File: config.mk
export PLATFORM = sky130hd
export DESIGN_NAME = prince_affine_share_stage_flat
export DESIGN_NICKNAME = d
export VERILOG_FILES = /design/src/rtl/prince_affine_share_stage_pkg.sv /design/src/rtl/prince_affine_share_stage_if.sv /design/src/rtl/prince_affine_share_stage_nibble.sv /design/src/rtl/prince_affine_share_stage.sv /design/src/flat_wrapper.sv
export SDC_FILE = /design/constraint.sdc
export NUM_CORES = 1
export LEC_CHECK = 0
export BUFFER_PORTS_ARGS = -buffer_cell sky130_fd_sc_hd__buf_2
export CORE_MARGIN = 2
export CORE_UTILIZATION = 35
export CTS_BUF_LIST = sky130_fd_sc_hd__clkbuf_4 sky130_fd_sc_hd__clkbuf_8
export CTS_CLUSTER_SIZE = 12
export DETAILED_ROUTE_END_ITERATION = 8
export PLACE_DENSITY = 0.58
export SYNTH_ARGS = -nofsm -noshare
export SYNTH_HDL_FRONTEND = slang
export SYNTH_SLANG_ARGS = --single-unit
File: constraint.sdc
create_clock -name clk -period 2.6 [get_ports clk]
set_input_delay 0.13 -clock clk [delete_from_list [all_inputs] [get_ports clk]]
set_output_delay 0.13 -clock clk [all_outputs]
set_load 0.01 [all_outputs]
File: src/rtl/prince_affine_share_stage_pkg.sv
// Shared definitions for the masked PRINCE affine share stage.
//   DEF_SHARES / DEF_WIDTH : default share count and per-share state width
//   NIBBLES                : nibbles per share at the default width
//   AFFINE_CONST           : complement mask, applied to share 0 only
//   share_slice()          : extracts one share from a packed shared state
package prince_ti_pkg;

  localparam int DEF_SHARES = 5;
  localparam int DEF_WIDTH  = 64;
  localparam int NIBBLES    = DEF_WIDTH / 4;

  localparam logic [3:0] AFFINE_CONST = 4'b0101;

  typedef logic [DEF_WIDTH-1:0]            share_t;
  typedef logic [DEF_SHARES*DEF_WIDTH-1:0] state_t;

  function automatic share_t share_slice(input state_t bus, input int unsigned s);
    return bus[s*DEF_WIDTH +: DEF_WIDTH];
  endfunction

endpackage

File: src/rtl/prince_affine_share_stage_if.sv
// Valid/ready stream carrying one fully shared state.
//   valid  : producer presents a shared state
//   ready  : consumer accepts
//   shares : share s at bits [s*WIDTH +: WIDTH]
// master = producer side, slave = consumer side.
interface prince_affine_share_stage_if
  import prince_ti_pkg::*;
#(
  parameter int DW = DEF_SHARES * DEF_WIDTH
);

  logic          valid;
  logic          ready;
  logic [DW-1:0] shares;

  modport master (output valid, output shares, input ready);
  modport slave  (input valid, input shares, output ready);

endinterface

File: src/rtl/prince_affine_share_stage_nibble.sv
// PRINCE S-box output affine map on one nibble of one share.
//   x : input nibble
//   z : z0 = x1^c, z1 = x0^x1^x2, z2 = x3^c, z3 = x2
// COMPLEMENT selects c = 1; it is set for share 0 only, so the constant
// enters the unshared value exactly once.
module prince_affine_nibble
  import prince_ti_pkg::*;
#(
  parameter bit COMPLEMENT = 1'b0
) (
  input  logic [3:0] x,
  output logic [3:0] z
);

  localparam logic [3:0] MASK = COMPLEMENT ? AFFINE_CONST : 4'b0000;

  assign z = {x[2], x[3], x[0] ^ x[1] ^ x[2], x[1]} ^ MASK;

endmodule

File: src/rtl/prince_affine_share_stage.sv
// Elastic, registered affine stage between the masked S-box core and the
// linear layer. Shares are transformed independently on capture and stored
// in a 2-entry main/skid buffer, so out_shares comes straight from flops and
// no combinational path mixes shares.
//   clk, rst   : clock, synchronous active-high reset
//   flush      : synchronous drop of all buffered content
//   up         : input stream (slave), up.ready is registered
//   dn         : output stream (master), dn.shares stable while dn.valid
//   occupancy  : number of buffered entries, 0..2
module prince_affine_share_stage
  import prince_ti_pkg::*;
#(
  parameter int SHARES = DEF_SHARES,
  parameter int WIDTH  = DEF_WIDTH
) (
  input  logic                          clk,
  input  logic                          rst,
  input  logic                          flush,
  prince_affine_share_stage_if.slave    up,
  prince_affine_share_stage_if.master   dn,
  output logic [1:0]                    occupancy
);

  localparam int NIB = WIDTH / 4;
  localparam int DW  = SHARES * WIDTH;

  if (WIDTH % 4 != 0) begin : g_width_check
    $error("prince_affine_share_stage: WIDTH must be a multiple of 4");
  end

  logic [DW-1:0] xform;

  for (genvar s = 0; s < SHARES; s++) begin : g_share
    for (genvar n = 0; n < NIB; n++) begin : g_nib
      prince_affine_nibble #(
        .COMPLEMENT (s == 0)
      ) u_nib (
        .x (up.shares[s*WIDTH + n*4 +: 4]),
        .z (xform[s*WIDTH + n*4 +: 4])
      );
    end
  end

  logic          m_valid, s_valid;
  logic [DW-1:0] m_data,  s_data;
  logic          rdy_q;
  logic          do_accept, do_release;
  logic          s_valid_nxt;

  assign do_accept  = up.valid && rdy_q;
  assign do_release = m_valid && dn.ready;

  // Skid occupancy next cycle; ready is registered from it so upstream never
  // sees a combinational path from out_ready.
  assign s_valid_nxt = (s_valid && !do_release) ||
                       (m_valid && !s_valid && do_accept && !do_release);

  always_ff @(posedge clk) begin
    if (rst) begin
      m_valid <= 1'b0;
      s_valid <= 1'b0;
      m_data  <= '0;
      s_data  <= '0;
      rdy_q   <= 1'b0;
    end else if (flush) begin
      m_valid <= 1'b0;
      s_valid <= 1'b0;
      m_data  <= '0;
      s_data  <= '0;
      rdy_q   <= 1'b1;
    end else begin
      if (!m_valid) begin
        if (do_accept) begin
          m_valid <= 1'b1;
          m_data  <= xform;
        end
      end else if (!s_valid) begin
        if (do_accept && do_release) begin
          m_data <= xform;
        end else if (do_accept) begin
          s_valid <= 1'b1;
          s_data  <= xform;
        end else if (do_release) begin
          m_valid <= 1'b0;
        end
      end else if (do_release) begin
        // Skid drains into main; clear it so no stale share lingers.
        m_data  <= s_data;
        s_data  <= '0;
        s_valid <= 1'b0;
      end
      rdy_q <= !s_valid_nxt;
    end
  end

  assign up.ready  = rdy_q;
  assign dn.valid  = m_valid;
  assign dn.shares = m_data;
  assign occupancy = {1'b0, m_valid} + {1'b0, s_valid};

endmodule

File: src/flat_wrapper.sv
// flat-port wrapper written by rule: the top's interface ports become plain ports
module prince_affine_share_stage_flat import prince_ti_pkg::*;
#(
  parameter int SHARES = DEF_SHARES,
  parameter int WIDTH  = DEF_WIDTH
)
  (clk, rst, flush, occupancy, up_valid, up_shares, up_ready, dn_valid, dn_shares, dn_ready);
  prince_affine_share_stage_if up_i ();
  prince_affine_share_stage_if dn_i ();
  input  logic clk;
  input  logic rst;
  input  logic flush;
  output logic [1:0] occupancy;
  input wire logic [$bits(up_i.valid)-1:0] up_valid;
  input wire logic [$bits(up_i.shares)-1:0] up_shares;
  output wire logic [$bits(up_i.ready)-1:0] up_ready;
  output wire logic [$bits(dn_i.valid)-1:0] dn_valid;
  output wire logic [$bits(dn_i.shares)-1:0] dn_shares;
  input wire logic [$bits(dn_i.ready)-1:0] dn_ready;
  assign up_i.valid = up_valid;
  assign up_i.shares = up_shares;
  assign up_ready = up_i.ready;
  assign dn_valid = dn_i.valid;
  assign dn_shares = dn_i.shares;
  assign dn_i.ready = dn_ready;
  prince_affine_share_stage #(.SHARES(SHARES), .WIDTH(WIDTH)) u_core (.clk(clk), .rst(rst), .flush(flush), .up(up_i), .dn(dn_i), .occupancy(occupancy));
endmodule
==> reports/metrics.cfg, run 1 <==
[outcome]
status = finished clean

[power]
max-vdd-ir-drop_mv = 0.360
leakage_nw = 16.2
p_per_area_nw_per_um2 = 582
power_w = 0.0233

[logic_synthesis]
post_synth_num_cell_types = 36
netlist_area_um2 = 30100
synth-seq-cells = 643
avgSynthCellArea_um2 = 8.81
mappedNetlistNets = 3742
syn_inst = 3415
ys_warn_count = 0
ys_seq_area_share_pct = 42.8

[cts]
cts_tree = yes
clk_latency_ns = 0.73
cts_buffers = 112
htree_levels = 3
cts.sinks = 643
cts.reportedPaths.clkPinSlew_ns = 0.06
cts-root-buf = clkbuf_8
cts_buffer_depth = 3

[final_layout]
fillers = 8136
fin_nets = 4533
syn2layout_area_growth_pct = 33.2
drive_gt1_share_pct = 22.5

[place]
place_ws_ns = 0.275
gp_congestion = 0.819
dp_hpwl_um = 68500
io_buffers = 648

[floorplan]
floorplan.rows = 107
die_w_um = 297
ioPinCount = 649
dieArea_um2 = 88300
die_h_um = 297
core_um2 = 85100
start_util_pct = 35.3

[drt]
vias_per_cell = 5.59
postRouteAntennaNets = 0
routedWlPerCell_um = 20.7
drt-total-wl_um = 113000
drt-initial-drc-count = 2696
dr.pass1.iters = 6
drc = 0
num_vias = 30500

[sta]
drv_slew = 0
fin_crit_sh_pct = 91.2
fmax_mhz = 422
tightest_slew_ns = 1.14
hold_violations = 0
setup_violations = 0
min_period_ns = 2.37
finalSetupTns_ns = 0
rsz0062_at_grt = no
skew_ns = 0.0389
relSlewSlack_pct = 23.6
worst_slack_ns = 0.229

[worst_hold_path]
hold_class = input pin to flop

[global_route]
grt_max_degree = 163
grt.overflow.total = 0
grt_pass1_wl_um = 174000
grt_util_all_layers_pct = 24.2
antenna_found_initial = 6
grt_pass1_vias = 29500

[worst_setup_path]
worst_ep_arrival_time_ns = 2.24
cp.required_ns = 2.47
cp_max_fo = 72
end_kind = output port
crit_type = flop to output port
crit_path_start_kind = flop

[flow_run]
maxCapViolCount = 0

where the power goes:
group	internal [W]	total (W)	switching [W]
registers	0.0100	0.0102	0.000136
clock network	0.00583	0.0102	0.00434
logic	0.00139	0.00297	0.00158
area by class of cell:
| type | instances | area [µm²] | area share [%] |
|---|---|---|---|
| antenna | 3 | 7.51 | 0.0187 |
| clock buffer | 195 | 2390 | 5.96 |
| timing repair buffer | 1068 | 7750 | 19.4 |
| inverter | 3 | 11.3 | 0.0281 |
| tap | 1144 | 1430 | 3.57 |
| multi-input combinational | 2378 | 15500 | 38.7 |
| clock inverter | 11 | 105 | 0.262 |
| sequential | 643 | 12900 | 32.1 |
worst max-delay path: stages, from the launching register on:
cell and delay [ns]:
dfxtp_4 0.34, buf_4 0.56, ha_1 0.38, inv_1 0.07, buf_2 0.12
timing repair:
action / 4_1_cts / 5_1_grt
setup buffers: 0 / 0
hold endpoints to repair: 626 / 0
gates resized for setup: 0 / 1
hold buffers: 323 / 0
setup endpoints to repair: 0 / 1
synthesized netlist by cell type (all sizes together):
cell	n	area share, %
a31oi	240	5.0
a21oi	353	5.9
or2	1	0.021
and2	1	0.021
xor3	80	6.3
a22o	81	2.4
nand4bb	1	0.037
nor2b	1	0.021
and3	32	0.67
or3	32	0.67
o21ai	33	0.55
a22oi	1	0.025
o22ai	1	0.042
o211ai	32	0.80
mux2i	80	2.7
nand3	450	7.5
a211oi	80	2.0
a221oi	2	0.058
a211o	1	0.029
nand2b	242	5.0
nand2	419	5.2
nor2	2	0.033
buf	206	3.7
and4bb	1	0.042
ha	2	0.083
dfxtp	643	43
a311oi	208	6.1
nor4	1	0.071
clkbuf	185	2.3
and2b	1	0.025
inv	3	0.037
layout by cell type (no fill, tap or decap), types with 2 or more instances in the layout:
cell	n
and3_1	32
or3_1	32
a211oi_1	80
nand2b_1	241
clkinv_2	5
diode_2	3
buf_2	648
dfxtp_1	641
nand3_1	450
clkinvlp_4	3
a311oi_1	208
clkbuf_8	148
nand2_1	417
a22o_1	80
a221oi_1	2
a21oi_1	353
clkbuf_4	47
buf_12	44
dlygate4sd3_1	323
inv_1	3
o211ai_1	32
o21ai_0	33
xor3_1	80
a31oi_1	240
dfxtp_4	2
ha_1	2
buf_4	53
mux2i_1	80
path summary, 6_finish.rpt:
| check | startpoint | endpoint | slack, ns | cells past startpoint |
|---|---|---|---|---|
| max | u_core.dn.valid | occupancy[0] | 0.23 | 4 |
| min reg2reg | u_core.s_data[276] | u_core.dn.shares[276] | 0.46 | 2 |
| max reg2reg | u_core.dn.valid | u_core.dn.shares[203] | 0.30 | 6 |
| min | up_shares[228] | u_core.s_data[229] | 0.12 | 3 |
layer usage:
layer	global-route usage (%)	share of wire, %	routed length (µm)	up-vias
met1	31.9	43	48400	14800
li1	-	-	-	14200
met2	39.5	47	53000	1274
met4	9.85	3.6	4030	2
met3	3.97	6.5	7370	215
met5	0	0.0098	11	-
state kept, by name, summed over array words and instances (netlist names):
register	flops
u_core.dn.valid	1
u_core.s_data	320
u_core.up.ready	1
u_core.dn.shares	320
u_core.s_valid	1
stage by stage:
step	utilization (%)	cells	hold WS, ns	instance area (µm²)
CTS	47.0	5442	0.127	40100
global placement	40.3	4913	0.327	34300
global route	47.1	5445	0.171	40100
detailed placement	40.3	4913	0.332	34300
floorplan	-	3415	0.202	30100
finish	47.1	5445	0.120	40100
cell families after synthesis:
family          count (synthesis)  synth area share (%)
buf+inv                       394                  6.01
fa+ha+maj                       2                0.0832
xor+xnor                       80                  6.32
flops                         643                  42.8
compound gates               1032                  22.8
mux                            80                  2.66
simple gates                 1184                  19.4
Note: power is estimated with default switching activity, not from simulation.
==> inputs of run 2 (changes only) <==
- CORE_UTILIZATION: 35 -> 30
- PLACE_DENSITY: 0.58 -> 0.52
==> run 2 against run 1 <==
  * Sequential cell count did not move
  * Die area grew 16%
  * Core utilization fell by 6.7 points
  * Largest cell class unchanged
  * Highest routed layer is now met4
==> reports/metrics.cfg, run 2 (synthesis gave the netlist of run 1 again) <==
[drt]
postRouteAntennaNets = 0  ; unchanged
dr.pass1.iters = 6  ; unchanged
drc = 0  ; unchanged
drt-total-wl_um = 118000  ; +4.9%
vias_per_cell = 5.39  ; -3.7%
drt-initial-drc-count = 2330  ; -14%
routedWlPerCell_um = 21.1  ; +1.6%
num_vias = 30300  ; -0.60%

[worst_setup_path]
cpMostUsedCell = inv_1
crit_path_start_kind = flop
end_kind = output port
cpPeakStageDelay_ns = 0.67  ; +0.11 ns
critPathSlowestCell = dfxtp_2
cp_max_fo = 22  ; -69%
worst_ep_arrival_time_ns = 2.32  ; +0.08 ns
crit_type = flop to output port
cp.required_ns = 2.47  ; about the same
crit_path_cell_trace = buf_4 -> inv_1 -> ha_1 -> inv_1 -> buf_2

[global_route]
antenna_found_initial = 5  ; -1
grt.overflow.total = 0  ; unchanged
grt_pass1_vias = 29200  ; -0.99%
grt_pass1_wl_um = 179000  ; +2.7%
grt_util_all_layers_pct = 21.9  ; -2.3 points
grt_max_degree = 165  ; +1.2%

[final_layout]
multiInputGateArea_um2 = 15500  ; unchanged
syn2layout_area_growth_pct = 33.9
final_common_cell = buf_2
fin_nets = 4553  ; +0.44%
final_util_pct = 40.4  ; -6.7 points
stdcell_area_um2 = 40300  ; +0.49%
seq_area_um2 = 12900  ; about the same
final_cell_count_no_fill = 5619  ; +3.2%
mostFrequentLayoutCells = 648 x buf_2, 641 x dfxtp_1, 450 x nand3_1, 417 x nand2_1, 353 x a21oi_1
fillers = 9912  ; +22%
drive_gt1_share_pct = 22.8  ; +0.34 points

[outcome]
status = finished clean

[worst_hold_path]
hold_class = input pin to flop

[sta]
setup_violations = 0  ; unchanged
tightest_slew_ns = 0.925  ; -0.219 ns
rsz0062_at_grt = no
hold_violations = 0  ; unchanged
min_period_ns = 2.45  ; +0.0811 ns
fin_crit_sh_pct = 94.3  ; +3.1 points
hold_slack_ns = 0.0185  ; -0.101 ns
skew_ns = 0.0336  ; -0.00523 ns
relSlewSlack_pct = 38.3  ; +15 points
fmax_mhz = 408  ; -3.3%
finalSetupTns_ns = 0  ; unchanged
drv_slew = 0  ; unchanged

[floorplan]
floorplan.rows = 116  ; +8.4%
dieArea_um2 = 103000  ; +16%
core_um2 = 99700  ; +17%
start_util_pct = 30.2  ; -5.2 points
die_w_um = 321  ; +7.9%
ioPinCount = 649  ; unchanged
die_h_um = 321  ; +7.9%

[place]
dp_cells = 5087  ; +3.5%
dp_hpwl_um = 73500  ; +7.3%
gp_congestion = 0.798  ; -2.6%
io_buffers = 648  ; unchanged
placed_area_um2 = 34600  ; +0.93%

[power]
power.share.clock_pct = 43.2  ; -0.4 points
netSwitchingPower_w = 0.00622  ; +2.8%
p_seq_share_pct = 43.9  ; +0.3 points
max-vdd-ir-drop_mv = 0.345  ; -4.1%
p_per_area_nw_per_um2 = 575  ; -1.2%
power_switching_share_pct = 26.9  ; +0.92 points
internal_power_w = 0.0169  ; -1.9%
leakage_nw = 16.2  ; about the same
comb_power_share_pct = 12.9  ; +0.2 points

[cts]
cts.sinks = 643  ; unchanged
cts.reportedPaths.clkPinSlew_ns = 0.06  ; about the same
cts_buffers = 115  ; +2.7%
cts-root-buf = clkbuf_8
cts_buffer_depth = 3  ; unchanged
cts_tree = yes
clk_latency_ns = 0.80  ; +0.07 ns
htree_levels = 3  ; unchanged

[flow_run]
maxCapViolCount = 0  ; unchanged

run 2: cell count changes in the layout (fill, tap and decap cells not counted), sizes merged:
cell | previous run | this run
clkinvlp | 3 | 5
buf | 745 | 765
bufinv | 1 | 0
clkbuf | 195 | 190
dlygate4sd3 | 323 | 320
clkinv | 6 | 5
inv | 4 | 7
diode | 3 | 8
run 2: critical path: cells and delay by family (launching register included):
family     cells  cell delay, ns
fa+ha+maj      1            0.29
buf+inv        4            0.55
flops          1            0.67
run 2: layout make-up:
cell class / count / area share [%]
diodes: 8 / 0.0497
clock buffers: 190 / 5.67
clock inverters: 14 / 0.277
inverters: 3 / 0.0280
multi-input cells: 2378 / 38.5
flip-flops and latches: 643 / 32.0
well taps: 1298 / 4.03
repair buffers: 1085 / 19.5
run 2: layer usage:
layer,track usage [%],wire length (µm)
met5,0,0
met3,3.82,6560
met4,9.01,4540
met1,29.6,52600
met2,34.4,54600
run 2: final timing paths:
kind,startpoint,endpoint,slack (ns),cells past startpoint
worst max-delay path,u_core.s_valid,occupancy[0],0.15,5
worst min-delay path,up_shares[40],u_core.s_data[41],0.02,3
worst max register to register,u_core.s_valid,u_core.dn.shares[266],0.49,4
worst min register to register,u_core.dn.shares[8],u_core.dn.shares[8],0.47,2
run 2: power by group through the flow:
stage	clock, W	combinational [W]	sequential (W)
global route	0.0107	0.00320	0.0102
detailed placement	0	0.00260	0.0104
global placement	0	0.00261	0.0104
finish	0.0100	0.00299	0.0102
CTS	0.0102	0.00299	0.0102
floorplan	0	0.00139	0.0104
run 2: what timing repair did:
action,4_1_cts,5_1_grt
hold buffers,320,0
gates resized for setup,0,0
buffers inserted,0,0
hold endpoints to repair,631,0
run 2: stage by stage:
step	setup slack [ns]	power, W
2_1_floorplan	0.893	0.0118
5_1_grt	0.00550	0.0241
4_1_cts	0.0685	0.0234
3_3_place_gp	0.515	0.0130
3_5_place_dp	0.516	0.0130
6_report	0.148	0.0232
